`config.mk`:
```
export PLATFORM = sky130hd
export DESIGN_NAME = key_event_detector
export DESIGN_NICKNAME = d
export VERILOG_FILES = /design/src/rtl/key_event_detector.sv
export SDC_FILE = /design/constraint.sdc
export NUM_CORES = 1
export LEC_CHECK = 0
export BUFFER_PORTS_ARGS = -buffer_cell sky130_fd_sc_hd__buf_2
export CAP_MARGIN = 25
export CORE_UTILIZATION = 30
export CTS_CLUSTER_DIAMETER = 30
export DETAILED_ROUTE_END_ITERATION = 6
export GPL_TIMING_DRIVEN = 0
export MAX_ROUTING_LAYER = met4
export PLACE_DENSITY_LB_ADDON = 0.2
export SYNTH_ARGS = -nofsm -noshare
export SYNTH_HDL_FRONTEND = slang
export SYNTH_SLANG_ARGS = --single-unit
```
`constraint.sdc`:
```
create_clock -name Clk -period 9.6 [get_ports Clk]
set_input_delay 0.48 -clock Clk [delete_from_list [all_inputs] [get_ports Clk]]
set_output_delay 0.48 -clock Clk [all_outputs]
set_load 0.01 [all_outputs]
```
`src/rtl/key_event_detector.sv`:
```
// Per-key synchroniser, debouncer and short/long/auto-repeat press classifier for front-panel keys.
// Key_state follows Key after 2 + MCNT_DB cycles; event pulses are registered one-cycle strobes and there is no backpressure.
module key_event_detector #(
    parameter int N_KEY     = 4,
    parameter int MCNT_DB   = 1_000_000,
    parameter int MCNT_LONG = 100_000_000,
    parameter int MCNT_REP  = 10_000_000,
    parameter int REPEAT_EN = 1
) (
    input  logic             Clk,
    input  logic             Reset_n,
    input  logic [N_KEY-1:0] Key,
    output logic [N_KEY-1:0] Key_state,
    output logic [N_KEY-1:0] Short_pulse,
    output logic [N_KEY-1:0] Long_pulse,
    output logic [N_KEY-1:0] Repeat_pulse
);

    localparam int DB_W   = $clog2(MCNT_DB);
    localparam int HOLD_W = $clog2(MCNT_LONG);
    localparam int REP_W  = $clog2(MCNT_REP);

    localparam logic [DB_W-1:0]   DB_LAST   = DB_W'(MCNT_DB - 1);
    localparam logic [HOLD_W-1:0] HOLD_LAST = HOLD_W'(MCNT_LONG - 1);
    localparam logic [REP_W-1:0]  REP_LAST  = REP_W'(MCNT_REP - 1);

    typedef enum logic [1:0] {
        ST_IDLE  = 2'd0,
        ST_PRESS = 2'd1,
        ST_HELD  = 2'd2
    } state_t;

    logic [N_KEY-1:0]  r_s1;
    logic [N_KEY-1:0]  r_s2;
    logic [N_KEY-1:0]  r_stable;
    logic [DB_W-1:0]   r_db_cnt   [N_KEY];
    logic [HOLD_W-1:0] r_hold_cnt [N_KEY];
    logic [REP_W-1:0]  r_rep_cnt  [N_KEY];
    state_t            r_state    [N_KEY];
    logic [N_KEY-1:0]  r_short;
    logic [N_KEY-1:0]  r_long;
    logic [N_KEY-1:0]  r_repeat;

    logic [N_KEY-1:0]  w_toggle;
    logic [N_KEY-1:0]  w_pressed_nxt;

    always_comb begin
        w_toggle = '0;
        for (int i = 0; i < N_KEY; i++) begin
            w_toggle[i] = (r_s2[i] != r_stable[i]) && (r_db_cnt[i] == DB_LAST);
        end
    end

    // The classifier looks at the debounced level being loaded this edge, so its
    // pulses line up with the Key_state transition rather than trailing it by one.
    assign w_pressed_nxt = ~(r_stable ^ w_toggle);

    always_ff @(posedge Clk) begin
        if (!Reset_n) begin
            r_s1     <= '1;
            r_s2     <= '1;
            r_stable <= '1;
            for (int i = 0; i < N_KEY; i++) begin
                r_db_cnt[i] <= '0;
            end
        end else begin
            r_s1     <= Key;
            r_s2     <= r_s1;
            r_stable <= r_stable ^ w_toggle;
            for (int i = 0; i < N_KEY; i++) begin
                if ((r_s2[i] == r_stable[i]) || w_toggle[i]) begin
                    r_db_cnt[i] <= '0;
                end else begin
                    r_db_cnt[i] <= r_db_cnt[i] + DB_W'(1);
                end
            end
        end
    end

    always_ff @(posedge Clk) begin
        if (!Reset_n) begin
            r_short  <= '0;
            r_long   <= '0;
            r_repeat <= '0;
            for (int i = 0; i < N_KEY; i++) begin
                r_hold_cnt[i] <= '0;
                r_rep_cnt[i]  <= '0;
                r_state[i]    <= ST_IDLE;
            end
        end else begin
            r_short  <= '0;
            r_long   <= '0;
            r_repeat <= '0;
            for (int i = 0; i < N_KEY; i++) begin
                case (r_state[i])
                    ST_IDLE: begin
                        if (w_pressed_nxt[i]) begin
                            r_hold_cnt[i] <= '0;
                            r_state[i]    <= ST_PRESS;
                        end
                    end
                    ST_PRESS: begin
                        // Release is tested first so it wins on the threshold cycle.
                        if (!w_pressed_nxt[i]) begin
                            r_short[i] <= 1'b1;
                            r_state[i] <= ST_IDLE;
                        end else if (r_hold_cnt[i] == HOLD_LAST) begin
                            r_long[i]    <= 1'b1;
                            r_rep_cnt[i] <= '0;
                            r_state[i]   <= ST_HELD;
                        end else begin
                            r_hold_cnt[i] <= r_hold_cnt[i] + HOLD_W'(1);
                        end
                    end
                    ST_HELD: begin
                        if (!w_pressed_nxt[i]) begin
                            r_state[i] <= ST_IDLE;
                        end else if (r_rep_cnt[i] == REP_LAST) begin
                            // Without auto-repeat the counter parks at its last value.
                            if (REPEAT_EN != 0) begin
                                r_repeat[i]  <= 1'b1;
                                r_rep_cnt[i] <= '0;
                            end
                        end else begin
                            r_rep_cnt[i] <= r_rep_cnt[i] + REP_W'(1);
                        end
                    end
                    default: begin
                        r_state[i] <= ST_IDLE;
                    end
                endcase
            end
        end
    end

    assign Key_state    = ~r_stable;
    assign Short_pulse  = r_short;
    assign Long_pulse   = r_long;
    assign Repeat_pulse = r_repeat;

endmodule

```
==> load_flow_metrics.sql, run 1 <==
INSERT INTO impl_metrics (metric_group, metric, value, unit) VALUES
('sta', 'tightestPinTransition', '1.054', 'ns'),
('sta', 'finalHoldViolations', '0', ''),
('final_layout', 'layout.cells.most_common', 'sky130_fd_sc_hd__edfxtp_1', ''),
('grt', 'grt_start_max_net_pins', '18', ''),
('sta', 'timing.clock.skew', '0.01911', 'ns'),
('worst_setup_path', 'worstPathMaxFanout', '15', ''),
('sta', 'time_the_worst_path_needs_with_i_o_delays_and_setup', '3.299', 'ns'),
('sta', 'maxSlewViolCount', '0', ''),
('place', 'place.gp.congestion', '0.7946', ''),
('grt', 'antenna_found_initial', '0', ''),
('clocking', 'cts_inserted_buffers', '90', ''),
('sta', 'max_freq', '0.3031', 'GHz'),
('floorplan', 'fp-row-count', '86', ''),
('final_layout', 'final_layout_fill_cell_count', '5508', ''),
('floorplan', 'number_of_top_level_pins', '22', ''),
('clocking', 'tritoncts_clock_tree', 'yes', ''),
('floorplan', 'die_area', '0.05740', 'sq mm'),
('worst_setup_path', 'worstSetupPathType', 'flop to flop', ''),
('place', 'dpl-instance-area', '0.01850', 'sq mm'),
('final_layout', 'drive_gt1_frac', '0.1012', ''),
('yosys', 'synth.yosys.seq_area_share', '0.5462', ''),
('floorplan', 'core_region_area', '0.05542', 'sq mm'),
('worst_setup_path', 'crit_path_start_kind', 'flop', ''),
('worst_setup_path', 'reg2reg_from', 'r_db_cnt[3][0]$_SDFFCE_PN0P_', ''),
('place', 'place.detailed.hpwl', '23770', 'um'),
('grt', 'grt_first_pass_wirelength', '60940', 'um'),
('worst_setup_path', 'rrSetupSlack', '6.30', 'ns'),
('clocking', 'path_clk_slew', '0.05', 'ns'),
('grt', 'first_global_vias', '12610', ''),
('clocking', 'postCtsSetupRepairBufs', '0', ''),
('worst_setup_path', 'r2r-end', 'r_hold_cnt[3][20]$_SDFFCE_PN0P_', ''),
('grt', 'grt_use_total', '0.1333', ''),
('clocking', 'clkSinkCount', '316', ''),
('detailed_routing', 'overall_via_count_from_detail_route', '12320', ''),
('detailed_routing', 'vias_per_cell', '4.623', ''),
('detailed_routing', 'wirelength', '35700', 'um'),
('final_layout', 'postLayoutCellArea', '0.02147', 'sq mm'),
('yosys', 'synthCells', '1641', ''),
('yosys', 'avgSynthCellArea', '10.32', 'sq um'),
('min_path', 'timing.hold.worst_path_depth', '2', ''),
('detailed_routing', 'detailed_routing_iterations_pass_1', '5', ''),
('pwr', 'power.leakage', '7.098', 'nW'),
('worst_setup_path', 'worst_r2r_path_depth', '7', ''),
('worst_setup_path', 'cp_data_arrival_time', '3.61', 'ns'),
('yosys', 'synth_warnings', '0', ''),
('final_layout', 'finalNetCount', '1862', ''),
('yosys', 'count_of_flip_flops_with_a_built_in_enable_after_synthesis', '292', ''),
('sta', 'slew_headroom', '0.2907', ''),
('sta', 'totalNegativeSetupSlack', '0', 'ns'),
('min_path', 'hold_path_class', 'input port to flop', ''),
('worst_setup_path', 'setup.worst_path.end', 'r_hold_cnt[3][20]$_SDFFCE_PN0P_', ''),
('min_path', 'holdCritStartpoint', 'Key[1]', ''),
('detailed_routing', 'drt-wirelength-per-cell', '13.39', 'um'),
('run_status', 'run_status', 'complete, no violations', ''),
('yosys', 'synth_top_area_frac', '0.5178', ''),
('yosys', 'synth-seq-cells', '316', ''),
('clocking', 'cts_root_buffer_type', 'sky130_fd_sc_hd__clkbuf_16', ''),
('yosys', 'dominantRegCellSynth', 'sky130_fd_sc_hd__edfxtp_1', ''),
('floorplan', 'start_util', '0.3056', ''),
('detailed_routing', 'drt_first_iter_violations', '670', ''),
('clocking', 'cts-root-to-sink-buffers', '3', ''),
('clocking', 'cts_hold_buf', '0', ''),
('pwr', 'max-vdd-ir-drop', '0.1404', 'mV'),
('sta', 'setup_viol', '0', ''),
('final_layout', 'area_delta_synth_final', '26.79', '%'),
('detailed_routing', 'drtAntennaViolNets', '0', ''),
('floorplan', 'fp.dieH', '239.6', 'um'),
('clocking', 'post_cts_resized', '0', ''),
('yosys', 'post_synth_num_cell_types', '49', ''),
('yosys', 'synth.largest_area_cell', 'sky130_fd_sc_hd__edfxtp_1', ''),
('clocking', 'htree_num_levels', '3', '');
==> where the power goes <==
part,switching [mW],leakage [nW],internal (mW)
Combinational,0.0647,2.45,0.0492
Sequential,0.0522,3.22,1.56
Clock,0.874,1.44,1.99
==> Yosys cell counts (all sizes together) (3+ instances only) <==
cell    count
nand3     115
edfxtp    292
o31ai       3
nand4b      5
nor2b       7
or4b        4
or3        17
or2         3
xnor2     155
a21oi       9
nor4bb      4
nor2      258
ha         12
nor3b       6
inv        56
nand4      56
nand2      99
o21ai      14
nor4       56
buf        15
o211ai      3
or4        16
xor2      105
clkbuf     55
and4       20
dfxtp      24
and2       26
nand2b     11
nor4b      11
and3       37
nor3      133
==> worst min-delay path by stage <==
stage / end / slack (ns)
2_1_floorplan: r_s2[0]$_SDFF_PN1_ / 0.39
3_3_place_gp: r_s2[0]$_SDFF_PN1_ / 0.40
3_5_place_dp: r_s2[3]$_SDFF_PN1_ / 0.40
4_1_cts: r_s1[3]$_SDFF_PN1_ / 0.06
5_1_grt: r_s1[3]$_SDFF_PN1_ / 0.06
6_report: r_s1[1]$_SDFF_PN1_ / 0.1
==> metal layers <==
metal  part of all wire  vias to the layer above  global-route usage  wire length (um)
met5                  0                        -                   -                 0
met4              0.026                        0             0.05342               920
met3              0.039                       76             0.03515              1378
met2               0.44                      153              0.2018             15750
met1               0.49                     5821              0.1686             17650
li1                   -                     6274                   -                 -
==> cells by family after synthesis <==
logic type,share of synthesized area
and+or+nand+nor,0.2667
DFF,0.5462
xor gates and xnor gates,0.1345
buffers and inverters,0.02874
AOI/OAI and AO/OA,0.01478
adders and majority gates,0.008867
other,0.0002215
==> critical path: stages, from the launching register on <==
cell	delay [ns]
sky130_fd_sc_hd__edfxtp_1	0.40
sky130_fd_sc_hd__ha_1	0.30
sky130_fd_sc_hd__nand2_1	0.18
sky130_fd_sc_hd__or4b_1	0.54
sky130_fd_sc_hd__o21ai_0	0.47
sky130_fd_sc_hd__nand2_1	0.21
sky130_fd_sc_hd__o21ai_2	0.68
sky130_fd_sc_hd__buf_16	0.23
==> state kept, by name (all words and copies together), names as in the netlist <==
name and cells:
r_hold_cnt 108, r_rep_cnt 96, r_db_cnt 80, r_state 8, Long_pulse 4, Repeat_pulse 4, Short_pulse 4, r_s1 4
r_s2 4, r_stable 4
==> layout make-up <==
class / count / area (sq um) / share of cell area
plain buffers: 70 / 276.5 / 0.01288
flip-flops and latches: 316 / 9249 / 0.4308
diodes: 1 / 2.502 / 0.0001166
clock inverters: 62 / 584.3 / 0.02722
repair buffers: 32 / 295.3 / 0.01375
clock buffers: 103 / 2375 / 0.1106
inverters: 56 / 210.2 / 0.009791
well taps: 748 / 935.9 / 0.04359
multi-input cells: 1278 / 7540 / 0.3512
==> stage by stage <==
stage          hold WS [ns]  instances  setup WS [ns]  power (mW)  utilization
3_5_place_dp         0.3967       2499          5.889       1.745       0.3339
6_report            0.09969       2666          6.301       4.589       0.3874
5_1_grt             0.06358       2665          6.000       4.754       0.3874
3_3_place_gp         0.3954       2489          4.013       1.737       0.3297
2_1_floorplan        0.3863       1720          5.259       1.700            -
4_1_cts             0.05793       2664          6.093       4.660       0.3873
No activity file was read; power rests on OpenSTA's default activity.
==> run 2: changes to the inputs <==
clock period = 3.3 ns   (was 9.6 ns; I/O delays follow)
==> run 2 against run 1 <==
  * Non-clock buffer count is 15 higher
  * Final area is 0.90% higher
  * Power grew to 2.9 times the previous value
  * Count of clock-buffer cells in the layout is 16 higher
  * Flip-flop and latch count stayed put
  * Global-route usage hardly changed
  * Register-to-register slack worse by 6.1 ns
  * Sequential share of layout area is 0.39 points lower
  * Setup slack worse by 6.1 ns
  * Via count is 0.70% higher
  * Critical path depth is 2 higher
  * Clock skew hardly changed
  * Largest power group unchanged
==> load_flow_metrics.sql, run 2 (synthesized netlist as in run 1, its figures left out) <==
INSERT INTO impl_metrics (metric_group, metric, value, unit) VALUES
('detailed_routing', 'drt-wirelength-per-cell', '13.30', 'um'),
('worst_setup_path', 'crit_path_cell_trace', 'or4_1 -> or4_4 -> or3_1 -> buf_2 -> nand3_4 -> buf_4 -> o211ai_1 -> buf_6 -> buf_4', ''),
('final_layout', 'final_cell_mix', 'sky130_fd_sc_hd__edfxtp_1 (292), sky130_fd_sc_hd__nor2_1 (258), sky130_fd_sc_hd__xnor2_1 (155)', ''),
('worst_setup_path', 'cp.required', '3.65', 'ns'),
('grt', 'first_global_vias', '12200', ''),
('pwr', 'pwr_density_cell', '618.0', 'mW/mm^2'),
('place', 'dp_worst_setup_slack', '-0.4327', 'ns'),
('worst_setup_path', 'rrSetupSlack', '0.16', 'ns'),
('worst_setup_path', 'critical_path.most_common_cell', 'sky130_fd_sc_hd__buf_4', ''),
('detailed_routing', 'overall_via_count_from_detail_route', '12410', ''),
('final_layout', 'largestRegisters', 'r_hold_cnt: 108 flops, r_rep_cnt: 96 flops, r_db_cnt: 80 flops', ''),
('final_layout', 'final-instance-count-excl-fill', '2680', ''),
('clocking', 'cts_inserted_buffers', '88', ''),
('clocking', 'path_clk_slew', '0.05', 'ns'),
('clocking', 'cts_root_buffer_type', 'sky130_fd_sc_hd__clkbuf_16', ''),
('place', 'place.detailed.hpwl', '23890', 'um'),
('grt', 'overflow', '0', ''),
('floorplan', 'core_region_area', '0.05542', 'sq mm'),
('final_layout', 'largest_register_ffs', '108', ''),
('worst_setup_path', 'critical_path_cell_count', '9', ''),
('place', 'buffer_ports.inserted', '21', ''),
('final_layout', 'finalNetCount', '1875', ''),
('sta', 'slew_headroom', '0.3293', ''),
('place', 'dpl-instance-area', '0.01850', 'sq mm'),
('worst_setup_path', 'cpMaxStageDelayCell', 'sky130_fd_sc_hd__or4_4', ''),
('sta', 'time_the_worst_path_needs_with_i_o_delays_and_setup', '3.144', 'ns'),
('min_path', 'timing.hold.worst_path_depth', '3', ''),
('grt', 'grt_start_max_net_pins', '17', ''),
('pwr', 'power.leakage', '7.185', 'nW'),
('floorplan', 'number_of_top_level_pins', '22', ''),
('sta', 'timing.clock.skew', '0.01914', 'ns'),
('sta', 'layout_setup_ws', '0.1559', 'ns'),
('worst_setup_path', 'path_buf_inv', '4', ''),
('sta', 'maxSlewViolCount', '0', ''),
('detailed_routing', 'wirelength', '35630', 'um'),
('worst_setup_path', 'critical-path-top-delay-family', 'simple AND/OR/NAND/NOR gates', ''),
('min_path', 'holdCritStartpoint', 'Key[2]', ''),
('sta', 'period_share', '0.9528', ''),
('final_layout', 'multi_input_comb_area', '0.007587', 'sq mm'),
('final_layout', 'layout.cells.most_common', 'sky130_fd_sc_hd__edfxtp_1', ''),
('sta', 'tightest_hold_margin', '0.3019', 'ns'),
('sta', 'setup_viol', '0', ''),
('worst_setup_path', 'endpoint_kind', 'flop', ''),
('final_layout', 'antenna_cells_inserted', '0', ''),
('worst_setup_path', 'crit_path_start_kind', 'flop', ''),
('floorplan', 'die_w', '239.6', 'um'),
('min_path', 'hold_path_class', 'input port to flop', ''),
('detailed_routing', 'drt_first_iter_violations', '741', ''),
('worst_setup_path', 'worstSetupPathType', 'flop to flop', ''),
('pwr', 'power', '13.39', 'mW'),
('final_layout', 'largest-register', 'r_hold_cnt', ''),
('sta', 'tightestPinTransition', '1.006', 'ns'),
('floorplan', 'die_area', '0.05740', 'sq mm'),
('run_status', 'run_status', 'complete, no violations', ''),
('grt', 'grt_use_total', '0.1331', ''),
('worst_setup_path', 'worstPathMaxFanout', '10', ''),
('final_layout', 'drive_gt1_frac', '0.1082', ''),
('final_layout', 'seq_area', '0.009249', 'sq mm'),
('worst_setup_path', 'reg2reg_from', 'r_db_cnt[0][8]$_SDFFCE_PN0P_', ''),
('final_layout', 'area_delta_synth_final', '27.93', '%'),
('detailed_routing', 'detailed_routing_iterations_pass_1', '5', ''),
('pwr', 'max-vdd-ir-drop', '0.3428', 'mV'),
('clocking', 'htree_num_levels', '3', ''),
('floorplan', 'start_util', '0.3056', ''),
('sta', 'unrepaired_setup_endpoints_after_global_routing', 'no', ''),
('worst_setup_path', 'r2r-end', 'r_rep_cnt[0][15]$_SDFFCE_PN0P_', ''),
('clocking', 'tritoncts_clock_tree', 'yes', ''),
('final_layout', 'postLayoutCellArea', '0.02166', 'sq mm'),
('detailed_routing', 'drc_errors', '0', ''),
('sta', 'max_freq', '0.3181', 'GHz'),
('final_layout', 'final_layout_fill_cell_count', '5451', ''),
('place', 'place.gp.congestion', '0.7774', ''),
('clocking', 'cts-root-to-sink-buffers', '3', ''),
('floorplan', 'fp.dieH', '239.6', 'um'),
('worst_setup_path', 'cp_data_arrival_time', '3.50', 'ns'),
('worst_setup_path', 'worst_r2r_path_depth', '9', ''),
('worst_setup_path', 'worst_path_largest_cell_delay', '0.59', 'ns'),
('clocking', 'clkSinkCount', '316', ''),
('sta', 'finalHoldViolations', '0', ''),
('min_path', 'whs_endpoint', 'r_s1[2]$_SDFF_PN1_', ''),
('detailed_routing', 'drtAntennaViolNets', '0', ''),
('place', 'dp.cells', '2499', ''),
('run', 'cap_violations', '0', ''),
('grt', 'grt_first_pass_wirelength', '60790', 'um'),
('grt', 'antenna_found_initial', '1', ''),
('floorplan', 'fp-row-count', '86', ''),
('detailed_routing', 'vias_per_cell', '4.631', ''),
('clocking', 'worst_skew_pair_later_pin_latency', '0.61', 'ns');
[run 2: cell types whose count changed in the layout (fill, tap and decap cells not counted), moves of 5 or more]
cell | before | now
sky130_fd_sc_hd__buf_4 | 2 | 10
sky130_fd_sc_hd__clkbuf_8 | 1 | 9
sky130_fd_sc_hd__dlygate4sd3_1 | 0 | 5
sky130_fd_sc_hd__clkbuf_1 | 64 | 74
sky130_fd_sc_hd__clkinv_1 | 19 | 7
[run 2: what timing repair did]
action / CTS / global route
setup endpoints to repair: 24 / 81
gates resized for setup: 1 / 7
pin swaps: 0 / 3
hold buffers: 5 / 0
buffers inserted: 1 / 9
hold endpoints to repair: 7 / 0
[run 2: layer usage]
layer,wire [um],GRT usage,share of wire,vias to the layer above
met5,0,-,0,-
met1,17520,0.1770,0.49,5842
li1,-,-,-,6310
met3,1711,0.03146,0.048,67
met4,839,0.05478,0.024,0
met2,15560,0.1931,0.44,191
[run 2: final cells by class]
type	instances	area share
sequential	316	0.4270
timing repair buffer	47	0.01958
inverter	56	0.009704
multi-input combinational	1278	0.3503
clock inverter	46	0.02403
clock buffer	119	0.1132
tap	748	0.04320
buffer	70	0.01311
[run 2: metrics by stage]
step / util / TNS, ns
finish: 0.3909 / 0
global route: 0.3909 / 0
CTS: 0.3886 / 0
detailed placement: 0.3338 / -37.91
global placement: 0.3305 / -173.07
floorplan: - / -6.365
[run 2: worst register-to-register path, cell delays in order, from the launching register on]
cell,delay (ns)
sky130_fd_sc_hd__edfxtp_1,0.42
sky130_fd_sc_hd__or4_1,0.53
sky130_fd_sc_hd__or4_4,0.59
sky130_fd_sc_hd__or3_1,0.33
sky130_fd_sc_hd__buf_2,0.18
sky130_fd_sc_hd__nand3_4,0.14
sky130_fd_sc_hd__buf_4,0.19
sky130_fd_sc_hd__o211ai_1,0.14
sky130_fd_sc_hd__buf_6,0.19
sky130_fd_sc_hd__buf_4,0.17
[run 2: worst max-delay path by stage]
stage | from | endpoint
after detailed placement | Reset_n | r_hold_cnt[0][15]$_SDFFCE_PN0P_
after global routing | r_db_cnt[2][13]$_SDFFCE_PN0P_ | r_hold_cnt[2][7]$_SDFFCE_PN0P_
after CTS | r_db_cnt[0][6]$_SDFFCE_PN0P_ | r_hold_cnt[0][18]$_SDFFCE_PN0P_
final | r_db_cnt[0][8]$_SDFFCE_PN0P_ | r_rep_cnt[0][15]$_SDFFCE_PN0P_
after floorplan | r_db_cnt[0][13]$_SDFFCE_PN0P_ | r_rep_cnt[0][0]$_SDFFCE_PN0P_
after global placement | Reset_n | r_rep_cnt[0][13]$_SDFFCE_PN0P_
[run 2: power by group]
part	internal (mW)	total, mW	switching, mW
logic	0.155	0.352	0.197
registers	4.53	4.68	0.151
clock network	5.86	8.36	2.50
total	10.5	13.4	2.85
==> run 3: changes to the inputs <==
clock period = 2.6 ns   (was 3.3 ns; I/O delays follow)
==> run 3 against run 2 <==
  * The flow now finishes with violations (negative setup slack)
  * Final cell count grew 2.1%
  * Critical path depth is the same
  * Non-clock buffer count grew 40
  * Clock power grew 33%
  * Via count grew 3.0%
  * Sequential power grew 27%
  * Global-route usage grew 0.41 points
  * Sequential share of layout area shrank 1.8 points
  * Critical path type unchanged
  * Largest cell class unchanged
  * Largest power group unchanged
==> load_flow_metrics.sql, run 3 (synthesized netlist as in run 1, its figures left out) <==
INSERT INTO impl_metrics (metric_group, metric, value, unit) VALUES
('run_status', 'run_status', 'finished with violations', ''),
('run_status', 'violations', 'negative setup slack', ''),
('sta', 'finalHoldViolations', '0', ''),
('sta', 'tightestPinTransition', '0.8751', 'ns'),
('sta', 'unrepaired_setup_endpoints_after_global_routing', 'yes', ''),
('grt', 'overflow', '0', ''),
('worst_setup_path', 'cp.required', '2.90', 'ns'),
('floorplan', 'core_region_area', '0.05542', 'sq mm'),
('sta', 'max_freq', '0.3425', 'GHz'),
('worst_setup_path', 'worstPathMaxFanout', '13', ''),
('clocking', 'worst_skew_pair_later_pin_latency', '0.61', 'ns'),
('sta', 'totalNegativeSetupSlack', '-21.69', 'ns'),
('sta', 'period_share', '1.123', ''),
('detailed_routing', 'wirelength', '37490', 'um'),
('final_layout', 'drive_gt1_frac', '0.1564', ''),
('place', 'place.gp.congestion', '0.7840', ''),
('final_layout', 'final_cell_mix', 'sky130_fd_sc_hd__edfxtp_1 (292), sky130_fd_sc_hd__nor2_1 (258), sky130_fd_sc_hd__xnor2_1 (155)', ''),
('detailed_routing', 'drtAntennaViolNets', '0', ''),
('sta', 'maxSlewViolCount', '0', ''),
('final_layout', 'largest_register_ffs', '108', ''),
('place', 'buffer_ports.inserted', '21', ''),
('grt', 'grt_use_total', '0.1372', ''),
('grt', 'grt_start_max_net_pins', '19', ''),
('pwr', 'max-vdd-ir-drop', '0.4361', 'mV'),
('floorplan', 'die_area', '0.05740', 'sq mm'),
('place', 'place.detailed.hpwl', '23430', 'um'),
('sta', 'slew_headroom', '0.4166', ''),
('floorplan', 'fp.dieH', '239.6', 'um'),
('detailed_routing', 'vias_per_cell', '4.674', ''),
('floorplan', 'die_w', '239.6', 'um'),
('clocking', 'cts-root-to-sink-buffers', '3', ''),
('worst_setup_path', 'crit_path_start_kind', 'flop', ''),
('grt', 'grt_first_pass_wirelength', '62800', 'um'),
('detailed_routing', 'overall_via_count_from_detail_route', '12790', ''),
('worst_setup_path', 'cp_data_arrival_time', '3.22', 'ns'),
('floorplan', 'number_of_top_level_pins', '22', ''),
('clocking', 'path_clk_slew', '0.04', 'ns'),
('final_layout', 'layout.cells.most_common', 'sky130_fd_sc_hd__edfxtp_1', ''),
('final_layout', 'post-route-util', '0.4084', ''),
('min_path', 'hold_path_class', 'input port to flop', ''),
('detailed_routing', 'drc_errors', '0', ''),
('grt', 'antenna_found_initial', '0', ''),
('sta', 'timing.clock.skew', '0.02025', 'ns'),
('pwr', 'power.leakage', '7.684', 'nW'),
('final_layout', 'largestRegisters', 'r_hold_cnt: 108 flops, r_rep_cnt: 96 flops, r_db_cnt: 80 flops', ''),
('sta', 'setup_viol', '100', ''),
('final_layout', 'final_layout_fill_cell_count', '5358', ''),
('clocking', 'tritoncts_clock_tree', 'yes', ''),
('clocking', 'htree_num_levels', '3', ''),
('clocking', 'clkSinkCount', '316', ''),
('clocking', 'cts_inserted_buffers', '95', ''),
('grt', 'first_global_vias', '12680', ''),
('sta', 'time_the_worst_path_needs_with_i_o_delays_and_setup', '2.920', 'ns'),
('sta', 'layout_setup_ws', '-0.3196', 'ns'),
('final_layout', 'area_delta_synth_final', '33.67', '%'),
('run', 'cap_violations', '0', ''),
('detailed_routing', 'drt_first_iter_violations', '747', ''),
('final_layout', 'largest-register', 'r_hold_cnt', ''),
('pwr', 'pwr_density_cell', '775.2', 'mW/mm^2'),
('final_layout', 'finalNetCount', '1925', ''),
('detailed_routing', 'drt-wirelength-per-cell', '13.70', 'um'),
('floorplan', 'start_util', '0.3056', ''),
('floorplan', 'fp-row-count', '86', ''),
('clocking', 'cts_root_buffer_type', 'sky130_fd_sc_hd__clkbuf_16', ''),
('detailed_routing', 'detailed_routing_iterations_pass_1', '5', ''),
('final_layout', 'antenna_cells_inserted', '0', ''),
('worst_setup_path', 'endpoint_kind', 'flop', ''),
('worst_setup_path', 'worstSetupPathType', 'flop to flop', '');
## run 3: critical path, stage by stage, from the launching register on
cell and delay [ns]:
sky130_fd_sc_hd__edfxtp_1 0.40, sky130_fd_sc_hd__or4_4 0.55, sky130_fd_sc_hd__or4_4 0.57, sky130_fd_sc_hd__o21ai_4 0.27, sky130_fd_sc_hd__buf_4 0.17, sky130_fd_sc_hd__buf_6 0.08
sky130_fd_sc_hd__nand2_2 0.07, sky130_fd_sc_hd__o31ai_4 0.18, sky130_fd_sc_hd__buf_6 0.17, sky130_fd_sc_hd__buf_12 0.15
## run 3: worst paths after layout
| kind | startpoint | to | slack, ns | depth (start not counted) |
|---|---|---|---|---|
| hold reg to reg | r_s1[0]$_SDFF_PN1_ | r_s2[0]$_SDFF_PN1_ | 0.41 | 1 |
| setup reg to reg | r_db_cnt[0][7]$_SDFFCE_PN0P_ | r_hold_cnt[0][22]$_SDFFCE_PN0P_ | -0.32 | 9 |
| setup / recovery | r_db_cnt[0][7]$_SDFFCE_PN0P_ | r_hold_cnt[0][22]$_SDFFCE_PN0P_ | -0.32 | 9 |
| hold / removal | Key[0] | r_s1[0]$_SDFF_PN1_ | 0.27 | 3 |
## run 3: final cells by class
class                           count  area, sq um  area share
Inverter                           56        210.2    0.009287
Clock inverter                     49        486.7     0.02150
Buffer                             69        379.1     0.01675
Sequential cell                   316         9249      0.4086
Tap cell                          748        935.9     0.04135
Multi-Input combinational cell   1281         7849      0.3468
Timing Repair Buffer               88        877.1     0.03875
Clock buffer                      129         2648      0.1170
## run 3: power breakdown
| group | total, mW | switching (mW) | internal, mW |
|---|---|---|---|
| logic | 0.501 | 0.270 | 0.231 |
| clock network | 11.1 | 3.28 | 7.82 |
| registers | 5.94 | 0.192 | 5.75 |
| total | 17.5 | 3.74 | 13.8 |
## run 3: repair_timing
item / in CTS / in global routing
resized for setup: 52 / 70
buffers inserted: 26 / 23
hold buffers: 5 / 0
pin swaps: 15 / 11
endpoints found under the hold margin: 7 / 0
endpoints found under the setup margin: 371 / 381
cloned: 6 / 3
## run 3: per-stage QoR
stage / instances / hold slack (ns) / worst slack [ns] / total power, mW / instance area (sq um)
floorplan: 1720 / 0.2315 / -0.9652 / 6.281 / 17330
global placement: 2489 / 0.3161 / -1.805 / 6.412 / 18370
detailed placement: 2495 / 0.3202 / -0.8799 / 6.429 / 18460
CTS: 2710 / 0.2294 / -0.3267 / 17.76 / 22180
global route: 2736 / 0.2700 / -0.4171 / 18.14 / 22630
finish: 2736 / 0.2700 / -0.3196 / 17.55 / 22630
## run 3: metal layers
layer  wire (um)  vias up  GRT usage
li1            -     6422          -
met1       18280     6097     0.1784
met2       16740      186     0.2032
met3        1553       82    0.03515
met4         923        0    0.05381
met5           0        -          -
